File: config.mk
export PLATFORM = sky130hd
export DESIGN_NAME = unified_mem_arbiter_flat
export DESIGN_NICKNAME = d
export VERILOG_FILES = /design/src/rtl/unified_mem_arbiter_pkg.sv /design/src/rtl/unified_mem_arbiter_if.sv /design/src/rtl/unified_mem_arbiter_timeout.sv /design/src/rtl/unified_mem_arbiter.sv /design/src/flat_wrapper.sv
export SDC_FILE = /design/constraint.sdc
export NUM_CORES = 1
export LEC_CHECK = 0
export ABC_AREA = 1
export CAP_MARGIN = 40
export CORE_AREA = 2 2 135 137
export CTS_CLUSTER_DIAMETER = 40
export CTS_CLUSTER_SIZE = 30
export DETAILED_ROUTE_END_ITERATION = 7
export DIE_AREA = 0 0 137 139
export HOLD_SLACK_MARGIN = 0.02
export PLACE_DENSITY_LB_ADDON = 0.12
export SLEW_MARGIN = 25
export SYNTH_ARGS = -nofsm -noshare
export SYNTH_HDL_FRONTEND = slang
export SYNTH_SLANG_ARGS = --single-unit
File: constraint.sdc
create_clock -name clk -period 1.5 [get_ports clk]
set_clock_uncertainty 0.05 [all_clocks]
set_input_delay 0.375 -clock clk [delete_from_list [all_inputs] [get_ports clk]]
set_output_delay 0.375 -clock clk [all_outputs]
set_load 0.01 [all_outputs]
File: src/rtl/unified_mem_arbiter_pkg.sv
// Shared types and defaults for the unified memory arbiter.
// FSM state and owner encodings, default parameter values.
package unified_mem_arbiter_pkg;

  localparam int ADDR_W_DEF     = 32;
  localparam int DATA_W_DEF     = 32;
  localparam int STARVE_MAX_DEF = 4;
  localparam int TIMEOUT_DEF    = 16;

  typedef enum logic [1:0] {
    S_IDLE = 2'd0,
    S_BUSY = 2'd1,
    S_RESP = 2'd2
  } state_t;

  typedef enum logic {
    OWN_I = 1'b0,
    OWN_D = 1'b1
  } owner_t;

endpackage

File: src/rtl/unified_mem_arbiter_if.sv
// Fetch, data and memory bus signals of the unified memory arbiter.
// slave: arbiter view; master: requesters plus memory view.
interface unified_mem_arbiter_if
  import unified_mem_arbiter_pkg::*;
#(
  parameter int ADDR_W = ADDR_W_DEF,
  parameter int DATA_W = DATA_W_DEF
);
  localparam int BE_W = DATA_W / 8;

  logic              if_req;
  logic [ADDR_W-1:0] if_addr;
  logic [DATA_W-1:0] if_rdata;
  logic              if_ack;
  logic              if_stall;

  logic              d_req;
  logic              d_we;
  logic [ADDR_W-1:0] d_addr;
  logic [DATA_W-1:0] d_wdata;
  logic [BE_W-1:0]   d_be;
  logic [DATA_W-1:0] d_rdata;
  logic              d_ack;
  logic              d_stall;

  logic              mem_req;
  logic              mem_we;
  logic [ADDR_W-1:0] mem_addr;
  logic [DATA_W-1:0] mem_wdata;
  logic [BE_W-1:0]   mem_be;
  logic [DATA_W-1:0] mem_rdata;
  logic              mem_ready;

  logic              bus_err;

  modport slave (
    input  if_req, if_addr,
    output if_rdata, if_ack, if_stall,
    input  d_req, d_we, d_addr, d_wdata, d_be,
    output d_rdata, d_ack, d_stall,
    output mem_req, mem_we, mem_addr,
    output mem_wdata, mem_be,
    input  mem_rdata, mem_ready,
    output bus_err
  );

  modport master (
    output if_req, if_addr,
    input  if_rdata, if_ack, if_stall,
    output d_req, d_we, d_addr, d_wdata, d_be,
    input  d_rdata, d_ack, d_stall,
    input  mem_req, mem_we, mem_addr,
    input  mem_wdata, mem_be,
    output mem_rdata, mem_ready,
    input  bus_err
  );

endinterface

File: src/rtl/unified_mem_arbiter_timeout.sv
// Memory timeout counter: counts while enabled, clears on clr.
// Ports: clk, rst_n, clr, en in; expire out at count LIMIT-1.
module mem_arb_timeout_ctr
  import unified_mem_arbiter_pkg::*;
#(
  parameter int LIMIT = TIMEOUT_DEF
) (
  input  logic clk,
  input  logic rst_n,
  input  logic clr,
  input  logic en,
  output logic expire
);
  localparam logic [7:0] LAST = 8'(LIMIT - 1);

  logic [7:0] cnt_q;

  always_ff @(posedge clk or negedge rst_n) begin
    if (!rst_n) begin
      cnt_q <= '0;
    end else if (clr) begin
      cnt_q <= '0;
    end else if (en) begin
      cnt_q <= cnt_q + 8'd1;
    end
  end

  assign expire = (cnt_q == LAST);

endmodule

File: src/rtl/unified_mem_arbiter.sv
// Arbitrates one single-port memory between fetch and data ports.
// Ports: clk, rst_n, bus (fetch/data/memory handshakes, bus_err).
module unified_mem_arbiter
  import unified_mem_arbiter_pkg::*;
#(
  parameter int ADDR_W     = ADDR_W_DEF,
  parameter int DATA_W     = DATA_W_DEF,
  parameter int STARVE_MAX = STARVE_MAX_DEF,
  parameter int TIMEOUT    = TIMEOUT_DEF
) (
  input logic                  clk,
  input logic                  rst_n,
  unified_mem_arbiter_if.slave bus
);
  localparam int BE_W = DATA_W / 8;
  localparam logic [3:0] SMAX = 4'(STARVE_MAX);

  state_t            state_q, state_d;
  owner_t            own_q, own_d;
  logic [3:0]        starve_q, starve_d;
  logic              mreq_q, mreq_d;
  logic              mwe_q, mwe_d;
  logic [ADDR_W-1:0] maddr_q, maddr_d;
  logic [DATA_W-1:0] mwdata_q, mwdata_d;
  logic [BE_W-1:0]   mbe_q, mbe_d;
  logic              iack_q, iack_d;
  logic              dack_q, dack_d;
  logic [DATA_W-1:0] irdata_q, irdata_d;
  logic [DATA_W-1:0] drdata_q, drdata_d;
  logic              berr_q, berr_d;

  logic              busy;
  logic              gnt_i;
  logic              gnt_d;
  logic              tmo_en;
  logic              tmo_exp;
  logic              fin;
  logic [DATA_W-1:0] cap;

  assign busy   = (state_q == S_BUSY);
  assign tmo_en = busy & ~bus.mem_ready & ~tmo_exp;

  // Data wins unless fetch has waited STARVE_MAX grants.
  assign gnt_i = bus.if_req &
                 (~bus.d_req | (starve_q == SMAX));
  assign gnt_d = bus.d_req & ~gnt_i;

  mem_arb_timeout_ctr #(
    .LIMIT(TIMEOUT)
  ) u_tmo (
    .clk    (clk),
    .rst_n  (rst_n),
    .clr    (~busy),
    .en     (tmo_en),
    .expire (tmo_exp)
  );

  always_ff @(posedge clk or negedge rst_n) begin
    if (!rst_n) begin
      state_q  <= S_IDLE;
      own_q    <= OWN_I;
      starve_q <= '0;
      mreq_q   <= 1'b0;
      mwe_q    <= 1'b0;
      maddr_q  <= '0;
      mwdata_q <= '0;
      mbe_q    <= '0;
      iack_q   <= 1'b0;
      dack_q   <= 1'b0;
      irdata_q <= '0;
      drdata_q <= '0;
      berr_q   <= 1'b0;
    end else begin
      state_q  <= state_d;
      own_q    <= own_d;
      starve_q <= starve_d;
      mreq_q   <= mreq_d;
      mwe_q    <= mwe_d;
      maddr_q  <= maddr_d;
      mwdata_q <= mwdata_d;
      mbe_q    <= mbe_d;
      iack_q   <= iack_d;
      dack_q   <= dack_d;
      irdata_q <= irdata_d;
      drdata_q <= drdata_d;
      berr_q   <= berr_d;
    end
  end

  always_comb begin
    state_d  = state_q;
    own_d    = own_q;
    starve_d = starve_q;
    mreq_d   = mreq_q;
    mwe_d    = mwe_q;
    maddr_d  = maddr_q;
    mwdata_d = mwdata_q;
    mbe_d    = mbe_q;
    iack_d   = 1'b0;
    dack_d   = 1'b0;
    irdata_d = '0;
    drdata_d = '0;
    berr_d   = berr_q;
    fin      = 1'b0;
    cap      = '0;

    unique case (state_q)
      S_IDLE: begin
        if (!bus.if_req) starve_d = '0;
        unique case (1'b1)
          gnt_i: begin
            own_d    = OWN_I;
            mwe_d    = 1'b0;
            maddr_d  = bus.if_addr;
            mwdata_d = '0;
            mbe_d    = '1;
            starve_d = '0;
          end
          gnt_d: begin
            own_d    = OWN_D;
            mwe_d    = bus.d_we;
            maddr_d  = bus.d_addr;
            mwdata_d = bus.d_wdata;
            mbe_d    = bus.d_be;
            if (bus.if_req && starve_q != SMAX)
              starve_d = starve_q + 4'd1;
          end
          default: ;
        endcase
        if (gnt_i | gnt_d) begin
          mreq_d  = 1'b1;
          state_d = S_BUSY;
        end
      end
      S_BUSY: begin
        if (bus.mem_ready) begin
          fin = 1'b1;
          cap = mwe_q ? '0 : bus.mem_rdata;
        end else if (tmo_exp) begin
          // Aborted access returns zero data.
          fin    = 1'b1;
          berr_d = 1'b1;
        end
        if (fin) begin
          mreq_d  = 1'b0;
          state_d = S_RESP;
          iack_d  = (own_q == OWN_I);
          dack_d  = (own_q == OWN_D);
          if (own_q == OWN_D) drdata_d = cap;
          else                irdata_d = cap;
        end
      end
      S_RESP: state_d = S_IDLE;
      default: state_d = S_IDLE;
    endcase
  end

  assign bus.if_rdata  = irdata_q;
  assign bus.if_ack    = iack_q;
  assign bus.if_stall  = bus.if_req & ~iack_q;
  assign bus.d_rdata   = drdata_q;
  assign bus.d_ack     = dack_q;
  assign bus.d_stall   = bus.d_req & ~dack_q;
  assign bus.mem_req   = mreq_q;
  assign bus.mem_we    = mwe_q;
  assign bus.mem_addr  = maddr_q;
  assign bus.mem_wdata = mwdata_q;
  assign bus.mem_be    = mbe_q;
  assign bus.bus_err   = berr_q;

endmodule

File: src/flat_wrapper.sv
// flat-port wrapper written by rule: the top's interface ports become plain ports
module unified_mem_arbiter_flat import unified_mem_arbiter_pkg::*;
#(
  parameter int ADDR_W     = ADDR_W_DEF,
  parameter int DATA_W     = DATA_W_DEF,
  parameter int STARVE_MAX = STARVE_MAX_DEF,
  parameter int TIMEOUT    = TIMEOUT_DEF
)
  (clk, rst_n, bus_if_req, bus_if_addr, bus_if_rdata, bus_if_ack, bus_if_stall, bus_d_req, bus_d_we, bus_d_addr, bus_d_wdata, bus_d_be, bus_d_rdata, bus_d_ack, bus_d_stall, bus_mem_req, bus_mem_we, bus_mem_addr, bus_mem_wdata, bus_mem_be, bus_mem_rdata, bus_mem_ready, bus_bus_err);
  unified_mem_arbiter_if #(.ADDR_W(ADDR_W), .DATA_W(DATA_W)) bus_i ();
  input logic clk;
  input logic rst_n;
  input wire logic [$bits(bus_i.if_req)-1:0] bus_if_req;
  input wire logic [$bits(bus_i.if_addr)-1:0] bus_if_addr;
  output wire logic [$bits(bus_i.if_rdata)-1:0] bus_if_rdata;
  output wire logic [$bits(bus_i.if_ack)-1:0] bus_if_ack;
  output wire logic [$bits(bus_i.if_stall)-1:0] bus_if_stall;
  input wire logic [$bits(bus_i.d_req)-1:0] bus_d_req;
  input wire logic [$bits(bus_i.d_we)-1:0] bus_d_we;
  input wire logic [$bits(bus_i.d_addr)-1:0] bus_d_addr;
  input wire logic [$bits(bus_i.d_wdata)-1:0] bus_d_wdata;
  input wire logic [$bits(bus_i.d_be)-1:0] bus_d_be;
  output wire logic [$bits(bus_i.d_rdata)-1:0] bus_d_rdata;
  output wire logic [$bits(bus_i.d_ack)-1:0] bus_d_ack;
  output wire logic [$bits(bus_i.d_stall)-1:0] bus_d_stall;
  output wire logic [$bits(bus_i.mem_req)-1:0] bus_mem_req;
  output wire logic [$bits(bus_i.mem_we)-1:0] bus_mem_we;
  output wire logic [$bits(bus_i.mem_addr)-1:0] bus_mem_addr;
  output wire logic [$bits(bus_i.mem_wdata)-1:0] bus_mem_wdata;
  output wire logic [$bits(bus_i.mem_be)-1:0] bus_mem_be;
  input wire logic [$bits(bus_i.mem_rdata)-1:0] bus_mem_rdata;
  input wire logic [$bits(bus_i.mem_ready)-1:0] bus_mem_ready;
  output wire logic [$bits(bus_i.bus_err)-1:0] bus_bus_err;
  assign bus_i.if_req = bus_if_req;
  assign bus_i.if_addr = bus_if_addr;
  assign bus_if_rdata = bus_i.if_rdata;
  assign bus_if_ack = bus_i.if_ack;
  assign bus_if_stall = bus_i.if_stall;
  assign bus_i.d_req = bus_d_req;
  assign bus_i.d_we = bus_d_we;
  assign bus_i.d_addr = bus_d_addr;
  assign bus_i.d_wdata = bus_d_wdata;
  assign bus_i.d_be = bus_d_be;
  assign bus_d_rdata = bus_i.d_rdata;
  assign bus_d_ack = bus_i.d_ack;
  assign bus_d_stall = bus_i.d_stall;
  assign bus_mem_req = bus_i.mem_req;
  assign bus_mem_we = bus_i.mem_we;
  assign bus_mem_addr = bus_i.mem_addr;
  assign bus_mem_wdata = bus_i.mem_wdata;
  assign bus_mem_be = bus_i.mem_be;
  assign bus_i.mem_rdata = bus_mem_rdata;
  assign bus_i.mem_ready = bus_mem_ready;
  assign bus_bus_err = bus_i.bus_err;
  unified_mem_arbiter #(.ADDR_W(ADDR_W), .DATA_W(DATA_W), .STARVE_MAX(STARVE_MAX), .TIMEOUT(TIMEOUT)) u_core (.clk(clk), .rst_n(rst_n), .bus(bus_i));
endmodule
==> flow_metrics.py, run 1 <==
metrics = {
    "yosys": {
        "synth.distinct_cells": 26,
        "synth_edf_count": 0,
        "synth_top_family_by_area": "simple AND/OR/NAND/NOR gates",
        "ys.flop_type": "dfrtp_1",
        "ys_ff_latch": 152,
        "synthArstFlopShare": 1.00,
        "synth_cells": 689,
        "yosysWarnings": 0,
        "avgSynthCellArea_sq_um": 8.75,
        "synth_compound_area_frac": 0.0359,
        "syn_nets": 830,
        "synth_simple_gate_area_frac": 0.265,
        "synthXorXnorAreaFrac": 0.00145,
        "syn_area_sq_um": 6030,
        "ys_seq_area_frac": 0.631,
        "synth-adder-area-share": 0.00623,
        "muxShareOfSynthArea": 0,
    },
    "clocking": {
        "cts_root_buf": "clkbuf_16",
        "clkLatencyLatePin_ns": 0.42,
        "cts.sink_count": 152,
        "cts_max_path_buffers": 2,
        "cts_tree": "done",
        "cts.clk_slew.worst_paths_ns": 0.07,
        "numCtsBuffers": 17,
        "htree_levels": 4,
    },
    "critical_path": {
        "critPathArrivalTime_ns": 1.95,
        "worstSetupPathType": "reg -> reg",
        "crit_buf_inv": 5,
        "endpoint_kind": "register",
        "worstPathRequired_ns": 1.76,
        "path_cells": "inv_2, ha_4, nand4_1, nand2_4, buf_12, buf_12, buf_12, buf_16, nand2_4, nand2_2, o21ai_1",
        "crit_top_cell": "buf_12",
        "worst_path_max_delay_cell": "dfrtp_1",
        "critical_path_depth": 11,
        "critPathLaunchType": "register",
        "critPathMaxFanout": 5,
        "r2r_cells": 11,
        "cpPeakStageDelay_ns": 0.38,
        "crit_family": "buffers and inverters",
    },
    "detailed_routing": {
        "avgViaCountPerCell": 4.44,
        "drt-total-wl_mm": 20.0,
        "drt_iter0_markers": 177,
        "dr.pass1.iters": 4,
        "vias": 5596,
        "antenna_left": 0,
        "drc": 0,
        "wl_per_cell_um": 15.9,
    },
    "hold_path": {
        "min_path_type": "in -> async",
    },
    "finish": {
        "nets": 1158,
        "n_fill_cell": 1630,
        "final_layout_size_suffix_gt1_frac": 0.233,
        "seq_area_sq_um": 3800,
        "syn_to_final_growth_pct": 69.6,
        "fin_cells": 1261,
        "multi_input_area_sq_um": 2080,
    },
    "place": {
        "dpl.hpwl_mm": 13.1,
        "port_buffers": 276,
        "gp_congestion": 0.799,
        "dp_cells": 1199,
    },
    "timing": {
        "rsz0062_at_grt": "yes",
        "post-route-period-util": 1.13,
        "hold_viol": 0,
        "max-slew-margin-rel": 0.767,
        "max_clock_freq_mhz": 591,
        "worst_pin_slew_ns": 0.348,
        "slew_violations": 0,
        "post-route-min-period_ns": 1.69,
        "setup_slack_ns": -0.191,
        "setup-violations-final": 65,
    },
    "die": {
        "dieHeight_um": 139,
        "start_util": 0.341,
        "rows": 49,
        "boundaryPins": 277,
        "die_w_um": 137,
        "core_area_sq_um": 17700,
        "fp.dieArea_sq_um": 19000,
    },
    "global_route": {
        "grt_max_degree": 42,
        "overflow": 0,
        "grt_pass1_vias": 5698,
        "antenna_found_initial": 2,
        "track_usage": 0.214,
        "grt_pass1_wl_mm": 31.0,
    },
    "run_status": {
        "violations": "setup timing",
        "outcome": "finished, violations left",
    },
    "pwr": {
        "vdd_drop_max_uv": 813,
        "p_per_area_nw_per_um2": 1610,
        "power.leakage_nw": 5.15,
        "power.total_mw": 16.5,
    },
    "flow_run": {
        "drv_cap": 0,
    },
}
[worst reg2reg max path: cells and delay by family, from the launching register on]
family	cells	cell delay, ns
compound gates	1	0.05
fa+ha+maj	1	0.14
buf+inv	5	0.56
flops	1	0.38
simple gates	4	0.40
[stage by stage]
stage	hold WS, ns	worst slack (ns)	setup TNS, ns	util	instance area [sq um]
after global routing	0.368	-0.282	-13.34	0.579	10200
after CTS	0.338	-0.187	-8.05	0.596	10500
after floorplan	0.0294	0.0141	0	-	6030
final	0.340	-0.191	-6.56	0.579	10200
after detailed placement	0.222	-0.491	-31.64	0.527	9310
after global placement	0.230	-0.482	-30.32	0.527	9310
[layout make-up]
class                   instances  share of cell area
well taps                     229              0.0280
inverters                      51              0.0195
clock buffers                  19              0.0433
clock inverters                13              0.0108
diodes                          2            0.000490
multi-input cells             456               0.204
flip-flops and latches        152               0.372
repair buffers                339               0.322
[logic make-up (layout without fill, tap and decap cells)]
family | after synthesis | count (layout)
other cells | 0 | 2
fa+ha+maj | 3 | 3
buf+inv | 81 | 422
compound gates | 40 | 40
simple gates | 412 | 412
xor+xnor | 1 | 1
flops | 152 | 152
[per-layer routing]
metal / GRT usage / part of all wire
met5: 0 / 0
met4: 0.0770 / 0.019
met3: 0.0852 / 0.097
met2: 0.346 / 0.48
met1: 0.257 / 0.40
[worst paths after layout]
kind,startpoint,to,slack (ns)
setup / recovery,u_core.starve_q[0]$_DFFE_PN0P_,u_core.bus.mem_addr[24]$_DFFE_PN0P_,-0.19
min in group clk,u_core.bus.bus_err$_DFFE_PN0P_,u_core.bus.bus_err$_DFFE_PN0P_,0.42
hold / removal,rst_n,u_core.bus.mem_wdata[13]$_DFFE_PN0P_,0.34
setup reg to reg,u_core.starve_q[0]$_DFFE_PN0P_,u_core.bus.mem_addr[24]$_DFFE_PN0P_,-0.19
max in group asynchronous,rst_n,u_core.bus.if_rdata[14]$_DFF_PN0_,0.53
hold reg to reg,u_core.bus.bus_err$_DFFE_PN0P_,u_core.bus.bus_err$_DFFE_PN0P_,0.42
[cell usage after synthesis, types with 2 or more instances]
| cell | n | area share |
|---|---|---|
| nor3_1 | 3 | 0.0025 |
| nand3_1 | 15 | 0.012 |
| inv_2 | 4 | 0.0025 |
| o21ai_0 | 11 | 0.0091 |
| buf_2 | 9 | 0.0075 |
| buf_1 | 4 | 0.0025 |
| nand4_1 | 2 | 0.0021 |
| dfrtp_1 | 152 | 0.63 |
| clkbuf_1 | 10 | 0.0062 |
| buf_6 | 6 | 0.011 |
| inv_1 | 47 | 0.029 |
| nor2_1 | 132 | 0.082 |
| ha_1 | 3 | 0.0062 |
| nand2_1 | 254 | 0.16 |
| o21ai_1 | 26 | 0.022 |
[where the power goes]
| group | switching (mW) | total, mW | leakage [nW] | internal, mW |
|---|---|---|---|---|
| Sequential | 0.619 | 5.96 | 2.00 | 5.34 |
| Combinational | 3.61 | 6.51 | 2.89 | 2.90 |
| Clock | 1.83 | 4.03 | 0.261 | 2.20 |
| Total | 6.06 | 16.5 | 5.15 | 10.4 |
[flip-flops by register name (all words and copies together) (netlist names), 2 cells and up]
signal	cells
u_core.bus.mem_wdata	32
u_core.starve_q	4
u_core.u_tmo.cnt_q	8
u_core.bus.if_rdata	32
u_core.state_q	2
u_core.bus.mem_be	4
u_core.bus.d_rdata	32
u_core.bus.mem_addr	32
[timing repair]
action	CTS	global route
cloned	11	1
resized for setup	364	119
pin swaps	11	20
setup buffers	16	6
hold buffers	1	0
hold endpoints to repair	21	0
endpoints found under the setup margin	174	152
[placed cells by master (no fill, tap or decap), types with 3 or more instances in the layout]
cell type        netlist  routed
inv_1                 47      44
inv_8                  0       3
clkdlybuf4s50_1        0     134
inv_2                  4       6
buf_12                 0      15
buf_16                 0       9
clkinvlp_4             0       4
clkdlybuf4s15_2        0       4
nor3_1                 3       3
buf_6                  6       5
nand2_2                1      21
nor2_4                 1       7
o21ai_1               26      26
nor2_2                 1      12
o21ai_2                0       9
clkdlybuf4s15_1        0      60
clkbuf_16              0      18
buf_4                  1      30
clkbuf_2               0      55
inv_6                  0       4
buf_2                  9      20
nand2_4                0       6
nand2_1              254     228
dfrtp_1              152     152
nor2_1               132     115
nand3_1               15      15
buf_8                  0       3
Note: power is estimated with default switching activity, not from simulation.
==> run 2, diff against run 1 <==
--- a/config.mk
+++ b/config.mk
@@ -7,14 +7,15 @@
 export LEC_CHECK = 0
 export ABC_AREA = 1
 export CAP_MARGIN = 40
-export CORE_AREA = 2 2 135 137
+export CORE_AREA = 2 2 152 125
 export CTS_CLUSTER_DIAMETER = 40
 export CTS_CLUSTER_SIZE = 30
 export DETAILED_ROUTE_END_ITERATION = 7
-export DIE_AREA = 0 0 137 139
+export DIE_AREA = 0 0 154 127
 export HOLD_SLACK_MARGIN = 0.02
 export PLACE_DENSITY_LB_ADDON = 0.12
 export SLEW_MARGIN = 25
 export SYNTH_ARGS = -nofsm -noshare
 export SYNTH_HDL_FRONTEND = slang
+export SYNTH_HIERARCHICAL = 1
 export SYNTH_SLANG_ARGS = --single-unit
==> constraint.sdc (replaced) <==
create_clock -name clk -period 1.9 [get_ports clk]
set_clock_uncertainty 0.05 [all_clocks]
set_input_delay 0.475 -clock clk [delete_from_list [all_inputs] [get_ports clk]]
set_output_delay 0.475 -clock clk [all_outputs]
set_load 0.01 [all_outputs]
==> run 2 against run 1 <==
The run now ends clean. Combinational power decreased by 26%. Critical path type is now in -> out. Sequential share of layout area is 0.29 points higher. Register-to-register slack better by 0.29 ns. Utilization shrank 1.2 points. Highest routed layer unchanged. Synthesized cell count grew 4.9%. Area after synthesis grew 3.1%. Clock power decreased by 19%. Non-clock buffer count shrank 31.
==> flow_metrics.py, run 2 <==
metrics = {
    "run_status": {
        "outcome": "completed",
    },
    "detailed_routing": {
        "antenna_left": 0,
        "dr.pass1.iters": 7,
        "drc": 0,
        "drt-total-wl_mm": 18.0,
        "avgViaCountPerCell": 4.34,
        "vias": 5468,
        "wl_per_cell_um": 14.3,
        "drt_iter0_markers": 209,
    },
    "die": {
        "die_w_um": 154,
        "dieHeight_um": 127,
        "fp.dieArea_sq_um": 19600,
        "rows": 44,
        "core_area_sq_um": 17900,
        "start_util": 0.347,
        "boundaryPins": 277,
    },
    "pwr": {
        "power.total_mw": 12.6,
        "vdd_drop_max_uv": 746,
        "power.leakage_nw": 5.29,
        "p_per_area_nw_per_um2": 1250,
    },
    "timing": {
        "max_clock_freq_mhz": 537,
        "timing.hold.ws_ns": 0.424,
        "max-slew-margin-rel": 0.732,
        "post-route-min-period_ns": 1.86,
        "post-route-period-util": 0.980,
        "setup_slack_ns": 0.0383,
        "slew_violations": 0,
        "worst_pin_slew_ns": 0.401,
        "setup-violations-final": 0,
        "hold_viol": 0,
    },
    "place": {
        "port_buffers": 276,
        "dp_cells": 1224,
        "dpl.hpwl_mm": 12.3,
        "dp_slack_ns": -0.321,
        "gp_congestion": 0.792,
        "post_dp_cell_area_sq_um": 9420,
    },
    "global_route": {
        "grt_max_degree": 69,
        "overflow": 0,
        "track_usage": 0.190,
        "antenna_found_initial": 0,
        "grt_pass1_wl_mm": 29.0,
        "grt_pass1_vias": 5523,
    },
    "hold_path": {
        "min_path_type": "reg -> reg",
    },
    "yosys": {
        "synth-adder-area-share": 0.00604,
        "synth_simple_gate_area_frac": 0.283,
        "synthTopCellsByCount": "nand2_1, dfrtp_1, inv_1",
        "yosysTopAreaCellShare": 0.612,
        "yosysWarnings": 6,
        "synth_top_cell_by_area": "dfrtp_1",
        "synth_top_family_by_area": "simple AND/OR/NAND/NOR gates",
        "ys.flop_type": "dfrtp_1",
        "avgSynthCellArea_sq_um": 8.60,
        "ys_seq_area_frac": 0.612,
        "synth.distinct_cells": 28,
        "syn_area_sq_um": 6220,
        "synth.most_common_cell": "nand2_1",
        "synthArstFlopShare": 1.00,
        "ys_ff_latch": 152,
        "muxShareOfSynthArea": 0,
        "synth.area.top_cells": "dfrtp_1, nand2_1, nand3_1",
        "synth_edf_count": 0,
        "syn_nets": 864,
        "synth_compound_area_frac": 0.0139,
        "synth_cells": 723,
        "synthXorXnorAreaFrac": 0.00282,
    },
    "clocking": {
        "clkLatencyLatePin_ns": 0.41,
        "cts_tree": "done",
        "cts_root_buf": "clkbuf_16",
        "htree_levels": 4,
        "cts.sink_count": 152,
        "numCtsBuffers": 17,
        "cts_max_path_buffers": 2,
        "cts.clk_slew.worst_paths_ns": 0.06,
    },
    "critical_path": {
        "cpPeakStageDelay_ns": 0.48,
        "crit_family": "buffers and inverters",
        "worst_path_max_delay_cell": "clkdlybuf4s50_1",
        "worstPathRequired_ns": 1.37,
        "critPathMaxFanout": 2,
        "path_cells": "clkdlybuf4s50_1, inv_1, nor2_1, clkdlybuf4s15_1",
        "crit_buf_inv": 3,
        "worstSetupPathType": "in -> out",
        "critPathLaunchType": "input pin",
        "endpoint_kind": "primary output",
        "critPathArrivalTime_ns": 1.34,
    },
    "finish": {
        "fin_cells": 1259,
        "fin_area_sq_um": 10100,
        "layout_common_cells": "nand2_1, clkdlybuf4s50_1, dfrtp_1",
        "num_antenna_cells": 0,
        "final_layout_size_suffix_gt1_frac": 0.0904,
        "final_common_cell": "nand2_1",
        "nets": 1157,
        "syn_to_final_growth_pct": 63.2,
    },
    "flow_run": {
        "drv_cap": 0,
    },
}
-- run 2: changes by cell type in the layout (fill, tap and decap cells not counted), moves of 22 or more --
cell	previous run	this run
nand3_1	15	71
clkbuf_2	55	0
nand2_1	228	262
clkdlybuf4s15_1	60	1
clkdlybuf4s50_1	134	247
nor2_1	115	75
inv_1	44	80
dlymetal6s2s_1	1	24
o21ai_1	26	4
-- run 2: worst register-to-register path, cell delays in order, from the launching register on --
cell and delay [ns]:
dfrtp_1 0.40, ha_4 0.18, nand3_4 0.09, nor4_4 0.25, nor2_2 0.10, inv_2 0.08
nor2_4 0.05, inv_2 0.09, nand2_4 0.06, buf_4 0.14, a21oi_2 0.12, nor2_1 0.06
-- run 2: power breakdown --
group          internal [mW]  switching (mW)
clock network           1.83            1.43
logic                   2.40            2.40
registers               4.14           0.447
-- run 2: layer usage --
| metal | vias up | GRT usage | wire length (um) |
|---|---|---|---|
| met5 | - | 0 | 0 |
| met4 | 0 | 0.0720 | 440 |
| met3 | 27 | 0.0706 | 1390 |
| met2 | 170 | 0.299 | 8370 |
| met1 | 2508 | 0.239 | 7780 |
| li1 | 2763 | - | - |
-- run 2: cell type report --
class / count / area [sq um]
clock buffers: 17 / 425
clock inverters: 15 / 143
fillers: 1636 / 7750
inverters: 86 / 325
multi-input cells: 451 / 1980
flip-flops and latches: 152 / 3800
well taps: 230 / 288
repair buffers: 308 / 3180
-- run 2: repair_timing --
item,CTS,global route
setup endpoints to repair,78,97
setup buffers,1,2
resized for setup,9,39
pin swaps,1,4
hold endpoints to repair,52,0
hold buffers,1,0
-- run 2: final timing paths --
kind	slack, ns	to	start	depth (start not counted)
max	0.04	bus_if_stall	bus_if_req	4
min in group asynchronous	0.56	u_core/bus.mem_addr[5]$_DFFE_PN0P_	rst_n	3
min	0.42	u_core/bus.mem_addr[26]$_DFFE_PN0P_	u_core/bus.mem_addr[26]$_DFFE_PN0P_	2
min reg2reg	0.42	u_core/bus.mem_addr[26]$_DFFE_PN0P_	u_core/bus.mem_addr[26]$_DFFE_PN0P_	2
max in group asynchronous	0.87	u_core/bus.mem_wdata[20]$_DFFE_PN0P_	rst_n	3
max reg2reg	0.10	u_core/u_tmo/cnt_q[2]$_DFFE_PN0P_	u_core/u_tmo/cnt_q[1]$_DFFE_PN0P_	11
-- run 2: stage by stage --
stage	util	setup TNS (ns)
finish	0.567	0
detailed placement	0.526	-6.56
global placement	0.526	-4.47
global route	0.567	-0.0158
CTS	0.560	0
floorplan	-	0
-- run 2: kinds of logic (layout without fill, tap and decap cells) --
kind of cell,Yosys count,count (layout)
AO/OA/AOI/OAI,16,16
XOR/XNOR,2,2
AND/OR/NAND/NOR,430,430
buffers and inverters,120,426
flip-flops,152,152
adder cells (fa/ha/maj),3,3
